$ cat config.mk
export PLATFORM = sky130hd
export DESIGN_NAME = bcd_conv_arbiter
export DESIGN_NICKNAME = d
export VERILOG_FILES = /design/src/rtl/bcd_conv_arbiter.sv
export SDC_FILE = /design/constraint.sdc
export NUM_CORES = 1
export LEC_CHECK = 0
export CAP_MARGIN = 30
export CORE_MARGIN = 3
export CORE_UTILIZATION = 42
export CTS_CLUSTER_SIZE = 12
export DETAILED_ROUTE_END_ITERATION = 7
export HOLD_SLACK_MARGIN = 0.05
export PLACE_DENSITY = 0.84
export SLEW_MARGIN = 20
export SYNTH_ARGS = -nofsm -noshare
export SYNTH_HDL_FRONTEND = slang
export SYNTH_SLANG_ARGS = --single-unit
$ cat constraint.sdc
create_clock -name sys_clk -period 2.3 [get_ports sys_clk]
set_input_delay 0.575 -clock sys_clk [delete_from_list [all_inputs] [get_ports sys_clk]]
set_output_delay 0.575 -clock sys_clk [all_outputs]
set_load 0.02 [all_outputs]
$ cat src/rtl/bcd_conv_arbiter.sv
// Round-robin arbiter that shares one sequential binary-to-BCD converter among
// NUM_REQ requesters and returns each result, or a timeout abort, to the granted requester.
module bcd_conv_arbiter #(
    parameter int NUM_REQ = 4,
    parameter int DATA_W  = 13,
    parameter int BCD_W   = 16,
    parameter int TIMEOUT = 63
) (
    input  logic                      sys_clk,
    input  logic                      sys_rst_n,
    input  logic [NUM_REQ-1:0]        req_valid,
    input  logic [NUM_REQ*DATA_W-1:0] req_data,
    output logic [NUM_REQ-1:0]        req_ready,
    output logic [NUM_REQ-1:0]        rsp_valid,
    output logic [BCD_W-1:0]          rsp_bcd,
    output logic                      rsp_err,
    output logic                      conv_start,
    output logic [DATA_W-1:0]         conv_bin,
    input  logic                      conv_done,
    input  logic [BCD_W-1:0]          conv_bcd,
    output logic                      busy
);

    localparam int                 IDX_W        = (NUM_REQ > 1) ? $clog2(NUM_REQ) : 1;
    localparam logic [IDX_W:0]     NUM_REQ_C    = (IDX_W+1)'(NUM_REQ);
    localparam logic [IDX_W-1:0]   LAST_IDX     = IDX_W'(NUM_REQ - 1);
    localparam logic [7:0]         TIMEOUT_LAST = 8'(TIMEOUT - 1);
    localparam logic [NUM_REQ-1:0] ONE_HOT_LSB  = {{(NUM_REQ-1){1'b0}}, 1'b1};

    typedef enum logic [1:0] {
        ST_IDLE  = 2'd0,
        ST_START = 2'd1,
        ST_WAIT  = 2'd2,
        ST_RESP  = 2'd3
    } state_t;

    state_t              state_r;
    logic [IDX_W-1:0]    rr_ptr_r;
    logic [IDX_W-1:0]    grant_idx_r;
    logic [7:0]          timeout_cnt_r;
    logic [NUM_REQ-1:0]  rsp_valid_r;
    logic [BCD_W-1:0]    rsp_bcd_r;
    logic                rsp_err_r;
    logic                conv_start_r;
    logic [DATA_W-1:0]   conv_bin_r;
    logic                busy_r;

    logic                win_found_s;
    logic [IDX_W-1:0]    win_idx_s;
    logic [IDX_W:0]      cand_s;
    logic [IDX_W:0]      cand_wrap_s;
    logic [DATA_W-1:0]   win_data_s;
    logic [NUM_REQ-1:0]  req_ready_s;
    logic                accept_s;
    logic                timeout_hit_s;

    function automatic logic [IDX_W-1:0] next_idx(input logic [IDX_W-1:0] idx);
        return (idx == LAST_IDX) ? {IDX_W{1'b0}} : idx + IDX_W'(1);
    endfunction

    // Round-robin search starting at rr_ptr_r, wrapping modulo NUM_REQ.
    always_comb begin
        win_found_s = 1'b0;
        win_idx_s   = '0;
        cand_s      = '0;
        cand_wrap_s = '0;
        for (int off = 0; off < NUM_REQ; off++) begin
            cand_s      = {1'b0, rr_ptr_r} + (IDX_W+1)'(off);
            cand_wrap_s = (cand_s >= NUM_REQ_C) ? (cand_s - NUM_REQ_C) : cand_s;
            if (!win_found_s && req_valid[cand_wrap_s[IDX_W-1:0]]) begin
                win_found_s = 1'b1;
                win_idx_s   = cand_wrap_s[IDX_W-1:0];
            end else begin
                win_idx_s   = win_idx_s;
            end
        end
    end

    assign win_data_s    = req_data[int'(win_idx_s)*DATA_W +: DATA_W];
    assign accept_s      = (state_r == ST_IDLE) && win_found_s;
    assign timeout_hit_s = (timeout_cnt_r == TIMEOUT_LAST);

    // Accept strobe follows req_valid in IDLE; forced low while reset is held.
    always_comb begin
        req_ready_s = '0;
        if (accept_s && sys_rst_n) begin
            req_ready_s[win_idx_s] = 1'b1;
        end else begin
            req_ready_s = '0;
        end
    end

    // Control FSM with all response and converter-side outputs registered.
    always_ff @(posedge sys_clk or negedge sys_rst_n) begin
        if (!sys_rst_n) begin
            state_r       <= ST_IDLE;
            rr_ptr_r      <= '0;
            grant_idx_r   <= '0;
            timeout_cnt_r <= 8'd0;
            rsp_valid_r   <= '0;
            rsp_bcd_r     <= '0;
            rsp_err_r     <= 1'b0;
            conv_start_r  <= 1'b0;
            conv_bin_r    <= '0;
            busy_r        <= 1'b0;
        end else begin
            case (state_r)
                ST_IDLE: begin
                    rsp_valid_r <= '0;
                    if (accept_s) begin
                        grant_idx_r  <= win_idx_s;
                        conv_bin_r   <= win_data_s;
                        rr_ptr_r     <= next_idx(win_idx_s);
                        conv_start_r <= 1'b1;
                        busy_r       <= 1'b1;
                        state_r      <= ST_START;
                    end
                end
                ST_START: begin
                    conv_start_r  <= 1'b0;
                    timeout_cnt_r <= 8'd0;
                    state_r       <= ST_WAIT;
                end
                ST_WAIT: begin
                    timeout_cnt_r <= timeout_cnt_r + 8'd1;
                    // A completion in the timeout cycle still counts as success.
                    if (conv_done) begin
                        rsp_bcd_r   <= conv_bcd;
                        rsp_err_r   <= 1'b0;
                        rsp_valid_r <= ONE_HOT_LSB << grant_idx_r;
                        state_r     <= ST_RESP;
                    end else if (timeout_hit_s) begin
                        rsp_bcd_r   <= '0;
                        rsp_err_r   <= 1'b1;
                        rsp_valid_r <= ONE_HOT_LSB << grant_idx_r;
                        state_r     <= ST_RESP;
                    end
                end
                ST_RESP: begin
                    rsp_valid_r <= '0;
                    busy_r      <= 1'b0;
                    state_r     <= ST_IDLE;
                end
                default: begin
                    rsp_valid_r  <= '0;
                    conv_start_r <= 1'b0;
                    busy_r       <= 1'b0;
                    state_r      <= ST_IDLE;
                end
            endcase
        end
    end

    assign req_ready  = req_ready_s;
    assign rsp_valid  = rsp_valid_r;
    assign rsp_bcd    = rsp_bcd_r;
    assign rsp_err    = rsp_err_r;
    assign conv_start = conv_start_r;
    assign conv_bin   = conv_bin_r;
    assign busy       = busy_r;

endmodule

## Word-level counts from Yosys, hierarchy flattened

Cells that the tools add are included.

| storage, ports and cells | value |
|---|---|
| logic and storage cells | 100 |
| bits of input ports | 75 |
| output and inout port bits | 40 |
| bits in registers | 50 |

| cells by class | value |
|---|---|
| equal/unequal tests | 7 |
| add/subtract/negate cells | 9 |
| order comparisons | 10 |
| $mul | 1 |
| multiplexer cells | 39 |
| reduce and logical (&&, ||, !) cells | 22 |
| shift-type cells | 2 |

Operators by type and width:

| operator | count |
|---|---|
| $shiftx A52 B7 Y13 | 1 |
| $mux W16 | 2 |
| $mux W2 | 12 |
| $pmux W8 S2 | 1 |
| $lt A2 B3 Y1 const B | 5 |
| $mux W1 | 12 |
| $mux W4 | 3 |
| $reduce_and A2 Y1 | 6 |
| $reduce_bool A2 Y1 | 5 |
| $ge A3 B3 Y1 const B | 3 |
| $add A8 B1 Y8 const B | 1 |
| $bmux W1 S2 | 4 |
| $eq A8 B6 Y1 const B | 1 |
| $pmux W2 S4 | 1 |
| $pmux W4 S2 | 1 |
| $sub A2 B1 Y2 const B | 4 |
| $add A2 B2 Y3 const B | 2 |
| $eq A2 B2 Y1 const B | 3 |
| $logic_and A1 B1 Y1 | 6 |
| $mul A2 B4 Y6 const B | 1 |
| $pmux W1 S2 | 2 |
| $shl A1 B2 Y4 const A | 1 |
| $add A2 B1 Y3 const B | 1 |
| $ge A2 B3 Y1 const B | 1 |
| other kinds (9) | 11 |

## Logic depth before layout (Yosys ltp)

| logic depth | value |
|---|---|
| depth after elaboration | 19 |
| gate-level depth with buffers | 8 |
| depth with buffers taken out | 7 |

## Least setup slack after synthesis

OpenSTA, ideal clock, no wires.

| timing | value |
|---|---|
| kind | input to output |
| start point | input port req_valid[2] |
| end point | output port req_ready[3] |
| data required time | 1.725 ns |
| path slack | -0.096 ns |
| arrival time | 1.821 ns |
| stages | 6 |
| buffers on the path | 2 |
| cells stage by stage | nor2b_2 -> o21ai_1 -> o221ai_1 -> buf_6 -> buf_8 -> nor3_1 |

| between the ends | value |
|---|---|
| longest elaborated chain between the ends | 17 |
| elaborated cells between the ends (all ways) | 30 |
| those cells by class | 2 x order compare; 19 x mux; 9 x reduce/logical |

Ends and longest elaborated chain:

| item | RTL line | text |
|---|---|---|
| start: declaration | 11 | `input logic [NUM_REQ-1:0] req_valid,` |
| $bmux W1 S2 | 70 | `if (!win_found_s && req_valid[cand_wrap_s[IDX_W-1:0]]) begin` |
| $mux W1 (not written as such) | 70 |  |
| $mux W1 | 70 |  |
| $logic_not A1 Y1 | 70 |  |
| $logic_and A1 B1 Y1 | 70 |  |
| $mux W1 | 70 |  |
| $logic_not A1 Y1 | 70 |  |
| $logic_and A1 B1 Y1 | 70 |  |
| $mux W1 | 70 |  |
| $logic_not A1 Y1 | 70 |  |
| $logic_and A1 B1 Y1 | 70 |  |
| $mux W2 | 70 |  |
| $lt A2 B3 Y1 (not written as such) / $ge A2 B1 Y1 (equally long branches) | 87 | `req_ready_s[win_idx_s] = 1'b1;` |
| $logic_and A1 B1 Y1 (not written as such) | 87 |  |
| $mux W1 (not written as such) | 87 |  |
| $demux W1 S2 | 87 |  |
| $mux W4 (*) | 86 | `if (accept_s && sys_rst_n) begin` |
| end: declaration | 13 | `output logic [NUM_REQ-1:0] req_ready,` |

Mark *: on every way between the ends. The rest lies on a longest branch, timed or not. The select of a mux whose other input is x is not followed.

## Worst setup path in the final report

| timing | value |
|---|---|
| start point | input port req_valid[2] |
| end point | output port req_ready[1] |

The elaborated chain is that of the path after synthesis.

==> metrics.yaml <==
fin_tns_setup_ns: 0
cellPowerDensity_nw_per_um2: 1210
ant_nets: 0
holdWs_ns: 0.263
initial_core_util_pct: 44.1
clkLatencyLatePin_ns: 0.31
hold_viol: 0
synth_edf_count: 0
die-area_um2: 7320
synth_area_um2: 2660
cts_tree: "built"
setup_viol: 0
dp_hpwl_um: 5460
relSlewSlack_pct: 59.0
cts_sinks: 50
fin_crit_sh_pct: 98.8
fin_nets: 460
p_leak_nw: 1.84
diodes: 0
max_freq_mhz: 440
syn_inst: 240
area.growth.synth_to_final_pct: 58.1
drc_errors: 0
grt_pass1_wl_um: 11900
die_h_um: 85.5
yosysSeqAreaShare_pct: 47.1
syn_area_per_cell_um2: 11.1
core_area_um2: 6030
tightestPinTransition_ns: 0.615
synth-main-ff-cell: "dfrtp_1"
crit_fanout: 3
grt_pass1_vias: 2573
cap_violations: 0
wl_per_cell_um: 15.6
ir_drop_mv: 0.656
postSynth.asyncResetShare_pct: 100
status: "finished clean"
synth.distinct_cells: 41
clock_path_buffers: 2
cts_inserted_buffers: 5
slew_violations: 0
rows: 28
crit_path_end_kind: "output pin"
hold_path.class: "in2async"
drt_iter0_drc: 101
dieWidth_um: 85.5
synth.net_count: 323
crit_path_start_kind: "input port"
crit_type: "in2out"
grt_max_degree: 30
port_buffers: 114
drive_above_1_share_pct: 21.2
vias: 2416
cp.required_ns: 1.73
fillers: 454
synth-seq-cells: 50
crit_arrival_ns: 1.70
period_needed_ns: 2.27
design.portCount: 115
htreeDepth: 2
viasPerCell: 5.33
path_clk_slew_ns: 0.09
cts_root_buf: "clkbuf_8"
drtPass1Iterations: 4
yosysWarningCount: 0
fin_skew_ns: 0.00734
grt_usage_pct: 20.1
antenna_found_initial: 0
finalWirelength_um: 7090
gr-total-overflow: 0
rsz0062_at_grt: "true"
place_congestion: 0.860
-- through the flow --
stage                     worst slack (ns)  util, %  instances  instance area (um2)  power (mW)
after CTS                         -0.00793     69.1        450                 4160        5.05
after global routing               -0.0182     69.7        453                 4200        5.42
after global placement              -0.845     66.3        441                 4000        4.29
after detailed placement            -0.875     66.3        441                 4000        4.36
final                               0.0287     69.7        453                 4200        5.08
after floorplan                     0.0103        -        240                 2670        3.17
-- synthesized netlist by cell type, types with 2 or more instances --
cell	n	area share, %
buf_2	4	0.75
buf_6	2	0.85
nor2b_2	3	0.99
nand2_1	27	3.8
nor3_1	2	0.38
o221ai_2	9	5.1
and3_1	2	0.47
nor2b_1	4	0.94
a21oi_1	7	1.3
or3_1	2	0.47
inv_1	12	1.7
nand4_1	2	0.47
clkbuf_1	4	0.56
mux2i_1	27	10
dfrtp_1	50	47
o21ai_0	16	3.0
nand3_1	4	0.75
nand4b_1	2	0.66
buf_8	2	1.1
o221ai_1	5	1.6
nor3b_1	2	0.56
nand2b_1	2	0.47
and2_1	2	0.47
ha_1	8	3.8
nor2_1	9	1.3
a22o_1	16	5.3
-- kinds of logic after synthesis --
group / share of synthesized area, %
buffers and inverters: 6.03
flip-flops: 47.1
multiplexers: 10.6
XOR/XNOR: 0.330
adder cells (fa/ha/maj): 3.77
AO/OA/AOI/OAI: 18.9
AND/OR/NAND/NOR: 13.3
-- cell usage in the layout, fill, tap and decap left out, types with 5 or more instances in the layout --
| cell type | Yosys | final |
|---|---|---|
| a21oi_1 | 7 | 7 |
| a22o_1 | 16 | 16 |
| buf_4 | 1 | 31 |
| clkbuf_8 | 0 | 5 |
| clkdlybuf4s50_1 | 0 | 105 |
| dfrtp_1 | 50 | 49 |
| ha_1 | 8 | 6 |
| inv_1 | 12 | 9 |
| mux2i_1 | 27 | 27 |
| nand2_1 | 27 | 26 |
| nor2_1 | 9 | 7 |
| o21ai_0 | 16 | 15 |
| o221ai_2 | 9 | 9 |
-- metal layers --
metal	wire (um)	track usage (%)	vias up	part of all wire [%]
li1	-	-	1142	-
met2	3500	33.3	109	49
met1	2740	24.1	1148	39
met5	0	0	-	0
met4	217	7.34	0	3.1
met3	624	7.01	17	8.8
-- layout make-up --
cell class	instances	area [um2]	area share, %
clock inverters	2	37.5	0.893
inverters	12	45.0	1.07
multi-input cells	164	1340	31.9
repair buffers	144	1360	32.3
clock buffers	6	72.6	1.73
well taps	75	93.8	2.23
flip-flops and latches	50	1250	29.8
-- sequential cells by signal (all words and copies together) (netlist names) --
| signal | count |
|---|---|
| state_r | 2 |
| conv_bin | 13 |
| grant_idx_r | 2 |
| rr_ptr_r | 2 |
| rsp_valid | 4 |
| busy | 1 |
| rsp_bcd | 16 |
| timeout_cnt_r | 8 |
| conv_start | 1 |
| rsp_err | 1 |
-- where the power goes --
part           internal [mW]  leakage [nW]  switching [mW]
clock                  0.325        0.0514           0.290
combinational           1.47          1.16            1.50
sequential              1.25         0.629           0.249
total                   3.04          1.84            2.04
-- worst max-delay path, stage by stage --
cell,delay (ns)
buf_8,0.10
nor2b_4,0.12
a21boi_4,0.13
o32ai_4,0.27
ha_2,0.22
and3_4,0.17
buf_6,0.11
-- timing repair --
| action | CTS | global route |
|---|---|---|
| setup buffers | 1 | 3 |
| hold buffers | 0 | 0 |
| endpoints found under the setup margin | 8 | 4 |
| pin swaps | 7 | 5 |
| gates resized for setup | 51 | 13 |
| endpoints found under the hold margin | 0 | 0 |
-- path summary, 6_finish.rpt --
check                                   startpoint                       to  slack, ns  depth (start not counted)
min in group sys_clk       conv_bin[6]$_DFFE_PN0P_  conv_bin[6]$_DFFE_PN0P_       0.50                          2
hold reg to reg            conv_bin[6]$_DFFE_PN0P_  conv_bin[6]$_DFFE_PN0P_       0.50                          2
max in group asynchronous                sys_rst_n  rr_ptr_r[0]$_DFFE_PN0P_       1.54                          3
hold / removal                           sys_rst_n   conv_start$_DFFE_PN0P_       0.26                          2
setup / recovery                      req_valid[2]             req_ready[1]       0.03                          7
setup reg to reg           rr_ptr_r[0]$_DFFE_PN0P_  conv_bin[4]$_DFFE_PN0P_       0.34                          7
Power figures use the tool's default switching activity.
==> RTL edit 1: new RTL, same settings <==
Put one more register stage on the output `rsp_err`. The value now appears one clock later. The other outputs are not delayed to match.
--- a/src/rtl/bcd_conv_arbiter.sv
+++ b/src/rtl/bcd_conv_arbiter.sv
@@ -154,7 +154,9 @@
     assign req_ready  = req_ready_s;
     assign rsp_valid  = rsp_valid_r;
     assign rsp_bcd    = rsp_bcd_r;
-    assign rsp_err    = rsp_err_r;
+    always_ff @(posedge sys_clk) begin
+        rsp_err <= rsp_err_r;
+    end
     assign conv_start = conv_start_r;
     assign conv_bin   = conv_bin_r;
     assign busy       = busy_r;
Behaviour: same outputs for any inputs over 4 cycles, from zero or initial values and one cycle with sys_rst_n low; that may be too few to reach the edited logic, so the function may still have changed.
==> RTL edit 1 against the unedited design <==
The flow now finishes with violations (negative setup slack); sequential share of layout area grew 0.076 points; synthesized area grew 0.75%; power grew 1.4%; sequential cell count grew 1; clock skew grew 0.0023 ns; critical path depth is the same; routed wire length grew 4.7%; design area grew 1.3%; setup slack lost 0.032 ns.
==> RTL edit 1: results (changes against the unedited design) <==
| Metric | Value |
|---|---|
| Status | `complete, but fails checks` |
| Failing checks | `negative setup slack` |
| Iter 0 DRT Violations | `105 (+4.0%)` |
| Post-route setup TNS | `-0.00371 ns (-0.00371 ns)` |
| Number of global-route vias before repair | `2643 (+2.7%)` |
| Static leakage | `1.86 nW (+0.72%)` |
| Final cell count without fillers | `453 (unchanged)` |
| Design Power | `5.15 mW (+1.4%)` |
| Worst VDD drop | `0.000707 V (+7.7%)` |
| Primary FF master, synth | `dfrtp_1` |
| Clock share of power | `10.9% (-1.2 points)` |
| Maximum number of pins on one net before global-route repair | `51 (+70%)` |
| First-pass GRT wire length | `12300 um (+3.4%)` |
| Crit-path max FO | `3 (unchanged)` |
| Share of layout cells above drive strength 1 | `21.7% (+0.53 points)` |
| Adder-cell share of the synthesized area | `3.74% (-0.028 points)` |
| Post-synthesis net count | `324 (+0.31%)` |
| H-tree levels | `2 (unchanged)` |
| Post-detail-place hpwl | `5360 um (-1.9%)` |
| Synth Area in Compound Gates | `18.8% (-0.14 points)` |
| Global-route met3 utilization | `6.24% (-0.77 points)` |
| Comb group | `3.08 mW (+4%)` |
| Final setup viols | `1 (+1)` |
| WL/cell | `16.4 um (+4.7%)` |
| Arr. time, crit path | `1.73 ns (+0.03 ns)` |
| Final setup margin | `-0.00371 ns (-0.0325 ns)` |
| Ranking of synthesized cells by area | `dfrtp_1 (47%), mux2i_1 (10%), a22o_1 (5.2%)` |
| Clk_skew | `0.00963 ns (+0.00229 ns)` |
| FF-to-FF Start | `rr_ptr_r[0]` |
| Antenna violations before repair | `0 (unchanged)` |
| Port bufs | `114 (unchanged)` |
| Filler Cell Count | `447 (-1.5%)` |
| Gp weighted congestion | `0.759 (-12%)` |
| Synth cell types | `42 (+2.4%)` |
| Seq/Total Area, Yosys | `47.5% (+0.40 points)` |
| R2R setup slack | `0.39 ns (+0.05 ns)` |
| Diodes inserted | `0 (unchanged)` |
| Asr flop ratio synth | `98.0% (-2.0 points)` |
| Synth Area in XOR/XNOR | `0.327% (-0.0025 points)` |
| M2 GR Usage | `34.7% (+1.4 points)` |
| HP Start | `rsp_err_r` |
| Gr usage total | `20.8% (+0.76 points)` |
| Proportion of synthesized area in mux cells | `10.5% (-0.079 points)` |
| Pint | `3.06 mW (+0.81%)` |
| Slew margin rel. | `58.7% (-0.24 points)` |
| Reg2reg end | `conv_bin[2]` |
| YS warnings | `0 (unchanged)` |
| Hold Path Class | `flop to flop` |
| Cells after synthesis | `241 (+0.42%)` |
| Met1 usage | `25.9% (+1.8 points)` |
| DR vias | `2414 (-0.083%)` |
| Placed Cells | `444 (+0.68%)` |
[RTL edit 1: cell count changes after synthesis]
cell / before / now
dfxtp_1: 0 / 1
[RTL edit 1: stage by stage]
stage                     worst slack, ns  cell area [um2]  hold WS (ns)
after global routing              -0.0669             4260         0.414
after floorplan                    0.0103             2690         0.279
final                            -0.00371             4260         0.396
after detailed placement           -0.947             4040         0.374
after global placement             -0.901             4040         0.352
after CTS                        0.000802             4190         0.397
[RTL edit 1: worst max path at each step]
stage            startpoint            to  slack [ns]  cells after the start
3_3_place_gp   req_valid[2]  req_ready[1]       -0.90                      7
5_1_grt         rr_ptr_r[0]  req_ready[1]       -0.07                      6
6_report       req_valid[2]  req_ready[1]      -0.004                      7
4_1_cts        req_valid[0]  req_ready[1]      0.0008                      8
3_5_place_dp   req_valid[2]  req_ready[1]       -0.95                      7
2_1_floorplan  req_valid[2]  req_ready[1]        0.01                      8
[RTL edit 1: metal layers]
| layer | share of wire, % | vias to the layer above |
|---|---|---|
| met4 | 1.5 | 0 |
| met2 | 48 | 111 |
| met1 | 43 | 1152 |
| met5 | 0 | - |
| met3 | 8.1 | 10 |
| li1 | - | 1141 |
[RTL edit 1: repair_timing]
action | in CTS | in global routing
buffers inserted | 1 | 0
setup endpoints to repair | 17 | 4
resized for setup | 56 | 18
pin swaps | 5 | 3
[RTL edit 1: cell type report]
cell class,instances,area share (%)
clock inverter,2,0.382
tap,75,2.20
sequential,51,29.9
clock buffer,6,1.94
timing repair buffer,143,32.3
inverter,12,1.06
multi-input combinational,164,32.3
[RTL edit 1: critical path, stage by stage]
cell and delay, ns:
buf_6 0.11, nor2b_4 0.13, buf_6 0.11, o32ai_4 0.29
ha_2 0.23, and3_4 0.17, buf_6 0.11
==> RTL edit 2: new RTL, config.mk and constraints unchanged <==
Made on the original files. Change the parameter `BCD_W` from 16 to 32.
--- a/src/rtl/bcd_conv_arbiter.sv
+++ b/src/rtl/bcd_conv_arbiter.sv
@@ -3,7 +3,7 @@
 module bcd_conv_arbiter #(
     parameter int NUM_REQ = 4,
     parameter int DATA_W  = 13,
-    parameter int BCD_W   = 16,
+    parameter int BCD_W   = 32,
     parameter int TIMEOUT = 63
 ) (
     input  logic                      sys_clk,
Interface: changed (resized conv_bcd and rsp_bcd); port bits go from 115 to 147. No check against the original RTL was run, so the function may have changed too.
==> RTL edit 2 against the unedited design <==
Utilization is 3.4 points higher; register-to-register slack better by 0.04 ns; power is 29% higher; synthesized area rose by 19%; design area increased by 22%; setup slack worse by 0.024 ns; routed wire length up 24%; sequential cell count up 16; critical endpoint unchanged; largest cell class unchanged; largest power group unchanged.
==> RTL edit 2: results (changes against the unedited design) <==
| Metric | Value |
|---|---|
| Maximum number of pins on one net before global-route repair | `67 (+120%)` |
| Seq/Total Area, Yosys | `52.4% (+5.3 points)` |
| Port bufs | `146 (+28%)` |
| Post-detail-place hpwl | `6570 um (+20%)` |
| Final hold vios | `0 (unchanged)` |
| Place WS | `-0.885 ns (-0.0103 ns)` |
| H-tree levels | `3 (+1)` |
| Static leakage | `2.27 nW (+23%)` |
| Diodes inserted | `0 (unchanged)` |
| Primary FF master, synth | `dfrtp_1` |
| Worst VDD drop | `0.000805 V (+23%)` |
| Max reg flops | `32 (+16)` |
| Fin crit period | `2.30 ns (+0.0244 ns)` |
| Clk slew on worst S/H paths | `0.07 ns (-0.02 ns)` |
| NetSw | `2.54 mW (+24%)` |
| Met1 usage | `24.5% (+0.43 points)` |
| First-pass GRT wire length | `14400 um (+22%)` |
| Ranking of synthesized cells by area | `dfrtp_1 (52%), a22o_1 (8.9%), mux2i_1 (8.6%)` |
| M2 GR Usage | `36.2% (+2.9 points)` |
| Gp weighted congestion | `0.818 (-4.9%)` |
| Synth cell types | `41 (unchanged)` |
| Hold Path Class | `primary input to asynchronous set/reset pin` |
| Iter 0 DRT Violations | `103 (+2.0%)` |
| YS warnings | `0 (unchanged)` |
| Gr usage total | `21.2% (+1.2 points)` |
| Clk_skew | `0.00783 ns (+0.000492 ns)` |
| TritonCTS Buffers | `9 (+4)` |
| Global-route met3 utilization | `7.15% (+0.14 points)` |
| Drt pass-1 iters | `5 (+1)` |
| Clk buf depth | `2 (unchanged)` |
| Register-to-Register Path Depth | `8 (+1)` |
| DR vias | `2786 (+15%)` |
| Wirelength, routed | `8820 um (+24%)` |
| Worst-margin pin slew | `0.812 ns (+0.196 ns)` |
| Crit-path max FO | `4 (+1)` |
| Share of layout cells above drive strength 1 | `17.7% (-3.5 points)` |
| Number of global-route vias before repair | `3016 (+17%)` |
| Status | `completed` |
| Asr flop ratio synth | `100% (unchanged)` |
| Top post-synthesis cells by count | `dfrtp_1 (66), a22o_1 (32), mux2i_1 (27), nand2_1 (27), o21ai_0 (15)` |
| R2R setup slack | `0.38 ns (+0.04 ns)` |
| Arr. time, crit path | `1.72 ns (+0.02 ns)` |
| Nets | `540 (+17%)` |
| Post-synthesis net count | `375 (+16%)` |
| Clock Latency Late Sink | `0.34 ns (+0.03 ns)` |
==> RTL edit 2: area by class of cell <==
type / instances / area (um2)
sequential: 66 / 1650
inverter: 12 / 45.0
multi-input combinational: 180 / 1460
timing repair buffer: 172 / 1670
clock inverter: 7 / 70.1
tap: 96 / 120
fill: 513 / 1880
clock buffer: 9 / 124
==> RTL edit 2: routing by layer <==
layer,wire length [um],part of all wire [%],up-vias
met4,146,1.7,0
met5,0,0,-
li1,-,-,1338
met1,3520,40,1310
met2,4340,49,128
met3,812,9.2,10
==> RTL edit 2: worst max-delay path, cell delays in order <==
cell and delay, ns:
buf_4 0.14, nor2b_2 0.17, o21ai_2 0.19, o221ai_4 0.13
inv_2 0.06, ha_2 0.15, and3_4 0.18, buf_6 0.12
==> RTL edit 2: stage by stage <==
step / instances / area, um2 / hold WS [ns]
after floorplan: 276 / 3160 / 0.279
final: 542 / 5130 / 0.479
after global routing: 542 / 5130 / 0.513
after CTS: 541 / 5070 / 0.491
after detailed placement: 525 / 4840 / 0.472
after global placement: 525 / 4840 / 0.471
==> RTL edit 2: repair_timing <==
action	in CTS	in global routing
pin swaps	5	6
setup buffers	1	1
endpoints found under the setup margin	4	4
gates resized for setup	51	22
==> RTL edit 2: worst paths after layout <==
kind	start	endpoint
max reg2reg	state_r[1]	rsp_valid[3]
max	req_valid[0]	req_ready[1]
min reg2reg	conv_bin[7]	conv_bin[7]
min in group sys_clk	conv_bin[7]	conv_bin[7]
min	sys_rst_n	timeout_cnt_r[3]
max in group asynchronous	sys_rst_n	rr_ptr_r[0]
==> RTL edit 2: power by group through the flow <==
| stage | clock (mW) | combinational [mW] | sequential, mW |
|---|---|---|---|
| floorplan | 0 | 1.42 | 2.47 |
| global placement | 0 | 3.45 | 1.95 |
| detailed placement | 0 | 3.52 | 1.96 |
| CTS | 0.976 | 3.57 | 1.96 |
| global route | 1.03 | 3.93 | 2.03 |
| finish | 0.953 | 3.63 | 1.96 |
==> RTL edit 2: cells by family after synthesis <==
family          Yosys count  share of synthesized area [%]
buf+inv                  30                           4.96
mux                      28                           8.94
xor+xnor                  2                          0.556
simple gates             69                           11.4
compound gates           73                           18.6
fa+ha+maj                 8                           3.18
flops                    66                           52.4
